--- src/rtl/seq_restoring_divider_pkg.sv ---
// Shared definitions for the sequential restoring divider: FSM state encoding
// and the iteration-counter width helper.
package seq_restoring_divider_pkg;

  typedef enum logic [1:0] {
    S_IDLE = 2'd0,
    S_CALC = 2'd1,
    S_FIN  = 2'd2
  } state_t;

  // Bits needed to count WIDTH-1 down to 0; never narrower than one bit.
  function automatic int cnt_width(input int width);
    return (width > 1) ? $clog2(width) : 1;
  endfunction

endpackage

--- src/rtl/seq_restoring_divider_div_step.sv ---
// One restoring-division iteration: shift {A,Q} left, trial-subtract M,
// and keep the difference only when it did not borrow.
module div_step #(
  parameter int WIDTH = 4
) (
  input  logic [WIDTH:0]   a,
  input  logic [WIDTH-1:0] q,
  input  logic [WIDTH-1:0] m,
  output logic [WIDTH:0]   a_next,
  output logic [WIDTH-1:0] q_next
);

  logic [WIDTH+1:0] a_shift;
  logic [WIDTH+1:0] trial;

  // One guard bit above A makes the borrow visible in the MSB of the trial.
  assign a_shift = {a, q[WIDTH-1]};
  assign trial   = a_shift - {2'b00, m};

  always_comb begin
    if (trial[WIDTH+1]) begin
      a_next = a_shift[WIDTH:0];
      q_next = {q[WIDTH-2:0], 1'b0};
    end else begin
      a_next = trial[WIDTH:0];
      q_next = {q[WIDTH-2:0], 1'b1};
    end
  end

endmodule

--- src/rtl/seq_restoring_divider.sv ---
// Multi-cycle restoring divider producing one quotient bit per clock, with
// optional signed (truncating) mode and divide-by-zero / overflow flags.
module seq_restoring_divider
  import seq_restoring_divider_pkg::*;
#(
  parameter int WIDTH     = 4,
  parameter bit SIGNED_EN = 1'b1
) (
  input  logic             clk,
  input  logic             reset,
  input  logic             start,
  input  logic             is_signed,
  input  logic [WIDTH-1:0] dividend,
  input  logic [WIDTH-1:0] divisor,
  output logic             busy,
  output logic             done,
  output logic [WIDTH-1:0] quotient,
  output logic [WIDTH-1:0] remainder,
  output logic             dbz,
  output logic             ovf
);

  localparam int               CW       = cnt_width(WIDTH);
  localparam logic [CW-1:0]    CNT_INIT = CW'(WIDTH - 1);
  localparam logic [WIDTH-1:0] MIN_VAL  = {1'b1, {(WIDTH-1){1'b0}}};

  state_t state, state_next;

  logic [WIDTH:0]   a_reg;
  logic [WIDTH-1:0] q_reg;
  logic [WIDTH-1:0] m_reg;
  logic [CW-1:0]    count;
  logic             sign_q, sign_r;
  logic             dbz_pend, ovf_pend;

  logic [WIDTH:0]   a_step;
  logic [WIDTH-1:0] q_step;

  logic             signed_mode, neg_dd, neg_dv, div_zero, accept;
  logic [WIDTH-1:0] mag_dd, mag_dv;

  assign signed_mode = SIGNED_EN && is_signed;
  assign neg_dd      = signed_mode && dividend[WIDTH-1];
  assign neg_dv      = signed_mode && divisor[WIDTH-1];
  assign mag_dd      = neg_dd ? -dividend : dividend;
  assign mag_dv      = neg_dv ? -divisor : divisor;
  assign div_zero    = (divisor == '0);

  assign busy = (state != S_IDLE);

  div_step #(.WIDTH(WIDTH)) u_step (
    .a      (a_reg),
    .q      (q_reg),
    .m      (m_reg),
    .a_next (a_step),
    .q_next (q_step)
  );

  // NOTE: state registers use non-blocking assignments so every flop samples
  // pre-edge values; blocking here would create simulation order races.
  always_ff @(posedge clk) begin
    if (reset) state <= S_IDLE;
    else       state <= state_next;
  end

  // NOTE: every output of this block gets a default first, so no path can
  // leave a value unassigned and infer a latch.
  always_comb begin
    state_next = state;
    accept     = 1'b0;
    case (state)
      S_IDLE: begin
        if (start) begin
          accept     = 1'b1;
          state_next = div_zero ? S_FIN : S_CALC;
        end
      end
      S_CALC:  if (count == '0) state_next = S_FIN;
      S_FIN:   state_next = S_IDLE;
      default: state_next = S_IDLE;
    endcase
  end

  always_ff @(posedge clk) begin
    if (reset) begin
      a_reg     <= '0;
      q_reg     <= '0;
      m_reg     <= '0;
      count     <= '0;
      sign_q    <= 1'b0;
      sign_r    <= 1'b0;
      dbz_pend  <= 1'b0;
      ovf_pend  <= 1'b0;
      quotient  <= '0;
      remainder <= '0;
      dbz       <= 1'b0;
      ovf       <= 1'b0;
      done      <= 1'b0;
    end else begin
      done <= 1'b0;
      case (state)
        S_IDLE: begin
          if (accept) begin
            a_reg    <= '0;
            // A zero divisor skips CALC; Q then carries the raw dividend to FIN.
            q_reg    <= div_zero ? dividend : mag_dd;
            m_reg    <= mag_dv;
            count    <= CNT_INIT;
            sign_q   <= neg_dd ^ neg_dv;
            sign_r   <= neg_dd;
            dbz_pend <= div_zero;
            ovf_pend <= signed_mode && (dividend == MIN_VAL) && (divisor == '1);
          end
        end
        S_CALC: begin
          a_reg <= a_step;
          q_reg <= q_step;
          count <= count - CW'(1);
        end
        S_FIN: begin
          done <= 1'b1;
          dbz  <= dbz_pend;
          ovf  <= ovf_pend;
          if (dbz_pend) begin
            quotient  <= '1;
            remainder <= q_reg;
          end else begin
            quotient  <= sign_q ? -q_reg : q_reg;
            remainder <= sign_r ? -a_reg[WIDTH-1:0] : a_reg[WIDTH-1:0];
          end
        end
        default: ;
      endcase
    end
  end

endmodule

--- config.mk ---
export PLATFORM = sky130hd
export DESIGN_NAME = seq_restoring_divider
export DESIGN_NICKNAME = d
export VERILOG_FILES = /design/src/rtl/seq_restoring_divider_pkg.sv /design/src/rtl/seq_restoring_divider_div_step.sv /design/src/rtl/seq_restoring_divider.sv
export SDC_FILE = /design/constraint.sdc
export NUM_CORES = 1
export LEC_CHECK = 0
export CAP_MARGIN = 20
export CORE_MARGIN = 5
export CORE_UTILIZATION = 54
export CTS_CLUSTER_DIAMETER = 120
export DETAILED_ROUTE_END_ITERATION = 10
export PLACE_DENSITY = 0.83
export SETUP_SLACK_MARGIN = 0.5
export SLEW_MARGIN = 20
export SYNTH_ARGS = -nofsm -noshare
export SYNTH_HDL_FRONTEND = slang
export SYNTH_SLANG_ARGS = --single-unit
--- constraint.sdc ---
create_clock -name clk -period 2.8 [get_ports clk]
set_clock_uncertainty 0.05 [all_clocks]
set_input_delay 0.42 -clock clk [delete_from_list [all_inputs] [get_ports clk]]
set_output_delay 0.42 -clock clk [all_outputs]
set_load 0.01 [all_outputs]
==> impl_metrics.json, run 1 <==
{
  "outcome": "complete, no violations",
  "die-area_um2": 4560,
  "seq_area_frac_synth": 0.359,
  "nets": 264,
  "synth_fa_ha_area_frac": 0.0813,
  "synth_cell_types": 47,
  "die_x_um": 67.5,
  "power_switching_mw": 0.328,
  "syn_inst": 219,
  "die_h_um": 67.5,
  "end_kind": "flop",
  "worst-path-max-fanout": 5,
  "vdd_drop_max_uv": 360,
  "grt_usage": 0.187,
  "antenna_cells": 0,
  "synth-edff-count": 0,
  "min_period_ps": 2130,
  "rr_startpoint": "m_reg[1]$_SDFFE_PP0P_",
  "netlist_area_um2": 1790,
  "leakage_nw": 0.791,
  "drtIter0Drc": 76,
  "worstSetupPathType": "reg2reg",
  "ys_warn_count": 0,
  "io_buffers": 23,
  "place_congestion": 0.865,
  "p_total_mw": 1.12,
  "swShare": 0.294,
  "synthMuxAreaShare": 0.0343,
  "detailroute.via_count": 1589,
  "clkSlewWorstSetupHoldPaths_ps": 110,
  "period_share": 0.760,
  "cts_buffer_depth": 2,
  "p_seq_frac": 0.455,
  "synth_top_family_by_area": "simple AND/OR/NAND/NOR gates",
  "hold_violations": 0,
  "worstPathArrival_ps": 2350,
  "initial_core_util": 0.575,
  "synth-simple-area-share": 0.234,
  "p_int_mw": 0.790,
  "async_flop_share": 0,
  "cts_buffers": 5,
  "drc": 0,
  "slew_headroom": 0.537,
  "cts_tree": "yes",
  "clock_power_share": 0.320,
  "grt_max_degree": 18,
  "largest_reg_flops": 5,
  "detail_route.vias_per_cell": 5.56,
  "synth_area_per_cell_um2": 8.15,
  "place_worst_setup_slack_ps": 450,
  "grt_pass1_vias": 1451,
  "ant_nets": 0,
  "holdCritPathClass": "reg2reg",
  "powerDensity_nw_per_um2": 526,
  "grt_pass1_wl_um": 6350,
  "pwr-share-comb": 0.225,
  "dr.pass1.iters": 4,
  "num_io_pins": 24,
  "wl_um": 3660,
  "startpoint_type": "flop",
  "grt_antenna_before_repair": 0,
  "grt_overflow": 0,
  "slew_violations": 0,
  "insertion_delay_ps": 350,
  "drive_gt1_frac": 0.0702,
  "post-cts-setup-buffer-count": 0,
  "syn_nets": 242,
  "synth_xor_area_frac": 0.0392,
  "hold_buffers": 0,
  "avgRoutedWirePerCell_um": 12.8,
  "cap_violations": 0,
  "fp.coreArea_um2": 3100,
  "ys_ff_latch": 32,
  "setup_ws_ps": 671,
  "min_from": "remainder[3]$_SDFFE_PP0P_",
  "crit_path_start": "m_reg[1]$_SDFFE_PP0P_",
  "rsz0062_at_grt": "no",
  "num_rows": 20,
  "finalSetupViolations": 0,
  "synth-compound-area-share": 0.198,
  "htree_levels": 2,
  "ctsResizeCount": 0,
  "area_growth_pct": 19.1,
  "clkSinkCount": 32,
  "cts_root_buf": "clkbuf_4",
  "worstMarginPinSlew_ps": 694,
  "fmax_ghz": 0.470,
  "ys.flop_type": "dfxtp_1",
  "worstPathRequired_ps": 3020,
  "fin_setup_tns_ps": 0,
  "dp_hpwl_um": 2800
}
through the flow:
stage	util	hold slack, ps	instance area, um2	instances
after floorplan	-	382	1790	219
after global placement	0.659	393	2050	278
after detailed placement	0.659	396	2050	278
after CTS	0.685	411	2130	286
after global routing	0.685	438	2130	286
final	0.685	409	2130	286
routing by layer:
layer	vias up	part of all wire	GRT usage	wire length (um)
met2	43	0.48	0.316	1760
met1	726	0.43	0.219	1580
met5	-	0	0	0
met3	7	0.060	0.0366	219
met4	0	0.025	0.104	93
li1	813	-	-	-
cells in the final DEF, fill, tap and decap left out, types with 2 or more instances in the layout:
master	netlist	final
nand3_1	5	5
mux2i_1	5	5
inv_1	15	15
nor2b_1	5	5
dfxtp_1	32	32
a211oi_1	3	3
o21ai_0	5	5
or3_1	2	2
nor2_1	25	25
a22o_1	3	3
clkdlybuf4s50_1	0	23
nand3b_1	3	3
xor2_1	4	4
clkbuf_4	0	5
a222oi_1	2	2
nor3_1	9	9
xnor2_1	4	4
buf_4	0	2
nand2_1	28	28
a21oi_1	17	17
ha_1	10	10
nand2b_1	4	4
o31ai_1	4	4
cells in the mapped netlist, drive strengths merged (2+ instances only):
cell type / instances / area (um2)
a211oi: 3 / 22.5
a21oi: 17 / 85.1
a222oi: 2 / 20.0
a22o: 3 / 26.3
a311oi: 2 / 23.8
buf: 3 / 13.8
clkbuf: 7 / 26.3
dfxtp: 32 / 641
ha: 10 / 125
inv: 15 / 56.3
mux2i: 5 / 50.1
nand2: 28 / 105
nand2b: 4 / 25.0
nand3: 5 / 25.0
nand3b: 3 / 22.5
nor2: 25 / 93.8
nor2b: 6 / 45.0
nor3: 9 / 45.0
o2111ai: 2 / 35.0
o21ai: 6 / 30.0
o31ai: 4 / 30.0
or2: 2 / 12.5
or3: 2 / 12.5
xnor2: 4 / 35.0
xor2: 4 / 35.0
critical path, stage by stage, from the launching register on:
cell       delay [ps]
dfxtp_1           390
inv_1              60
ha_1              260
nor2b_4           130
o2111ai_1         290
o2111ai_4         230
or3_1             400
a311oi_2          230
power groups by stage:
stage               Clock [mW]  Combinational, mW  Sequential [mW]
floorplan                    0              0.186            0.510
global placement             0              0.248            0.518
detailed placement           0              0.252            0.519
CTS                      0.364              0.253            0.508
global route             0.382              0.284            0.513
finish                   0.358              0.251            0.508
area by class of cell:
type	count	area [um2]
multi-input combinational	162	1050
fill	272	977
sequential	32	641
timing repair buffer	25	245
inverter	15	56.3
tap	44	55.1
clock inverter	3	42.5
clock buffer	5	37.5
cells by family after synthesis:
logic type | count (synthesis)
xor+xnor | 8
compound gates | 49
flops | 32
mux | 6
buf+inv | 25
fa+ha+maj | 11
simple gates | 88
final timing paths:
check	to	slack [ps]	cells after the start
max	a_reg[4]$_SDFFE_PP0P_	670	7
min	remainder[3]$_SDFFE_PP0P_	410	2
max reg2reg	a_reg[4]$_SDFFE_PP0P_	670	7
min reg2reg	remainder[3]$_SDFFE_PP0P_	410	2
No activity file was read; power rests on OpenSTA's default activity.
==> inputs of run 2 (changes only) <==
- CORE_UTILIZATION: 54 -> 49
- PLACE_DENSITY: 0.83 -> 0.79
- clock period: 2.8 -> 1.9 ns (I/O delays scaled with it)
==> run 2 against run 1 <==
  * Die area increased by 8.7%
  * Maximum frequency increased by 13%
  * Final cell count is 10% higher
  * Via count is 7.9% higher
  * Non-clock buffer count up 26
  * Largest cell class unchanged
  * Combinational power grew 100%
  * First-iteration DRC count grew 96%
  * Setup slack worse by 650 ps
  * Wire length rose by 20%
  * Sequential share of layout area fell by 4.0 points
  * Core utilization is 1.8 points higher
  * Worst hold slack got worse by 53 ps
==> impl_metrics.json, run 2 (same netlist as run 1, synthesis figures left out) <==
{
  "die_x_um": 70.4,
  "dp_hpwl_um": 3100,
  "worst-path-max-fanout": 4,
  "layout_commonest_cell": "nand2_1",
  "hold_path_depth": 4,
  "startpoint_type": "flop",
  "p_total_mw": 1.89,
  "slew_violations": 0,
  "die-area_um2": 4950,
  "fin_setup_tns_ps": 0,
  "period_share": 0.988,
  "grt_pass1_vias": 1678,
  "wl_um": 4380,
  "grt_usage": 0.183,
  "place_congestion": 0.809,
  "grt_antenna_before_repair": 0,
  "cts_tree": "yes",
  "ant_nets": 0,
  "post_dp_cell_area_um2": 2240,
  "worstPathRequired_ps": 2050,
  "cap_violations": 0,
  "min_period_ps": 1880,
  "detail_route.vias_per_cell": 5.42,
  "crit_path_start": "a_reg[0]$_SDFFE_PP0P_",
  "grt_overflow": 0,
  "largest_reg_flops": 5,
  "hold_buffers": 0,
  "final_cell_mix": "27 x nand2_1, 24 x dfxtp_1, 24 x buf_4",
  "avgRoutedWirePerCell_um": 13.9,
  "drive_gt1_frac": 0.280,
  "htree_levels": 2,
  "area_growth_pct": 42.0,
  "grt_max_degree": 30,
  "design_area_um2": 2530,
  "num_rows": 22,
  "leakage_nw": 1.03,
  "worstSetupPathType": "reg2reg",
  "nets": 290,
  "fillers": 296,
  "initial_core_util": 0.495,
  "fmax_ghz": 0.533,
  "rsz0062_at_grt": "yes",
  "antenna_cells": 0,
  "holdCritPathClass": "in2reg",
  "dpl.cell_count": 300,
  "detailroute.via_count": 1714,
  "place_worst_setup_slack_ps": -258,
  "powerDensity_nw_per_um2": 747,
  "slew_headroom": 0.661,
  "die_h_um": 70.4,
  "min_to": "m_reg[0]$_SDFFE_PP0P_",
  "rr_worst_depth": 6,
  "hold_slack_ps": 357,
  "clkSlewWorstSetupHoldPaths_ps": 70,
  "cts_buffers": 5,
  "r2r-end": "a_reg[4]$_SDFFE_PP0P_",
  "setup_ws_ps": 23.4,
  "dr.pass1.iters": 4,
  "worstMarginPinSlew_ps": 508,
  "outcome": "complete, no violations",
  "cts_root_buf": "clkbuf_8",
  "finalSetupViolations": 0,
  "cts_buffer_depth": 2,
  "worstPathArrival_ps": 2020,
  "io_buffers": 23,
  "vdd_drop_max_uv": 547,
  "min_from": "divisor[0]",
  "hold_violations": 0,
  "final_util": 0.703,
  "grt_pass1_wl_um": 7410,
  "insertion_delay_ps": 280,
  "clkSinkCount": 32,
  "num_io_pins": 24,
  "end_kind": "flop",
  "rrSetupSlack_ps": 20,
  "rr_startpoint": "a_reg[0]$_SDFFE_PP0P_",
  "drc": 0,
  "drtIter0Drc": 149,
  "fin_cells": 316,
  "fp.coreArea_um2": 3610
}
[run 2: cell types whose count changed in the layout (fill, tap and decap cells not counted), moves of 6 or more]
cell / change
buf_4: +22
dlygate4sd2_1: +15
dfxtp_1: -8
clkdlybuf4s50_1: -21
inv_1: -6
ha_1: -6
[run 2: what timing repair did]
item                                    4_1_cts  5_1_grt
pin swaps                                    11       13
hold endpoints to repair                      0        0
endpoints found under the setup margin       26       14
resized for setup                            58       18
setup buffers                                 7        1
[run 2: where the power goes]
group          leakage, nW  switching [mW]  internal [mW]
Clock               0.0552           0.246          0.389
Combinational        0.710           0.243          0.265
Sequential           0.265          0.0412          0.710
Total                 1.03           0.530           1.36
[run 2: how the worst max path moves through the flow]
stage / slack, ps / cells past startpoint / endpoint
global placement: -170 / 8 / q_reg[1]$_SDFFE_PP0P_
CTS: 30 / 7 / a_reg[4]$_SDFFE_PP0P_
finish: 20 / 6 / a_reg[4]$_SDFFE_PP0P_
floorplan: 90 / 7 / a_reg[4]$_SDFFE_PP0P_
detailed placement: -260 / 8 / q_reg[1]$_SDFFE_PP0P_
global route: -70 / 7 / a_reg[4]$_SDFFE_PP0P_
[run 2: layout make-up]
type | count | area [um2] | share of cell area
flip-flops and latches | 32 | 663 | 0.262
clock inverters | 2 | 35.0 | 0.0138
well taps | 48 | 60.1 | 0.0237
clock buffers | 6 | 72.6 | 0.0286
inverters | 15 | 61.3 | 0.0242
repair buffers | 51 | 445 | 0.176
multi-input cells | 162 | 1200 | 0.472
[run 2: per-layer routing]
layer,vias to the layer above,global-route usage,wire length (um)
met5,-,0,0
met4,0,0.0702,83
met3,9,0.0331,174
met2,35,0.310,2190
met1,804,0.228,1930
li1,866,-,-
[run 2: worst max-delay path, stage by stage, from the launching register on]
cell,delay (ps)
dfxtp_4,360
ha_4,250
nor2b_4,170
o221a_4,210
o2111ai_4,150
or3_1,360
a311oi_2,230
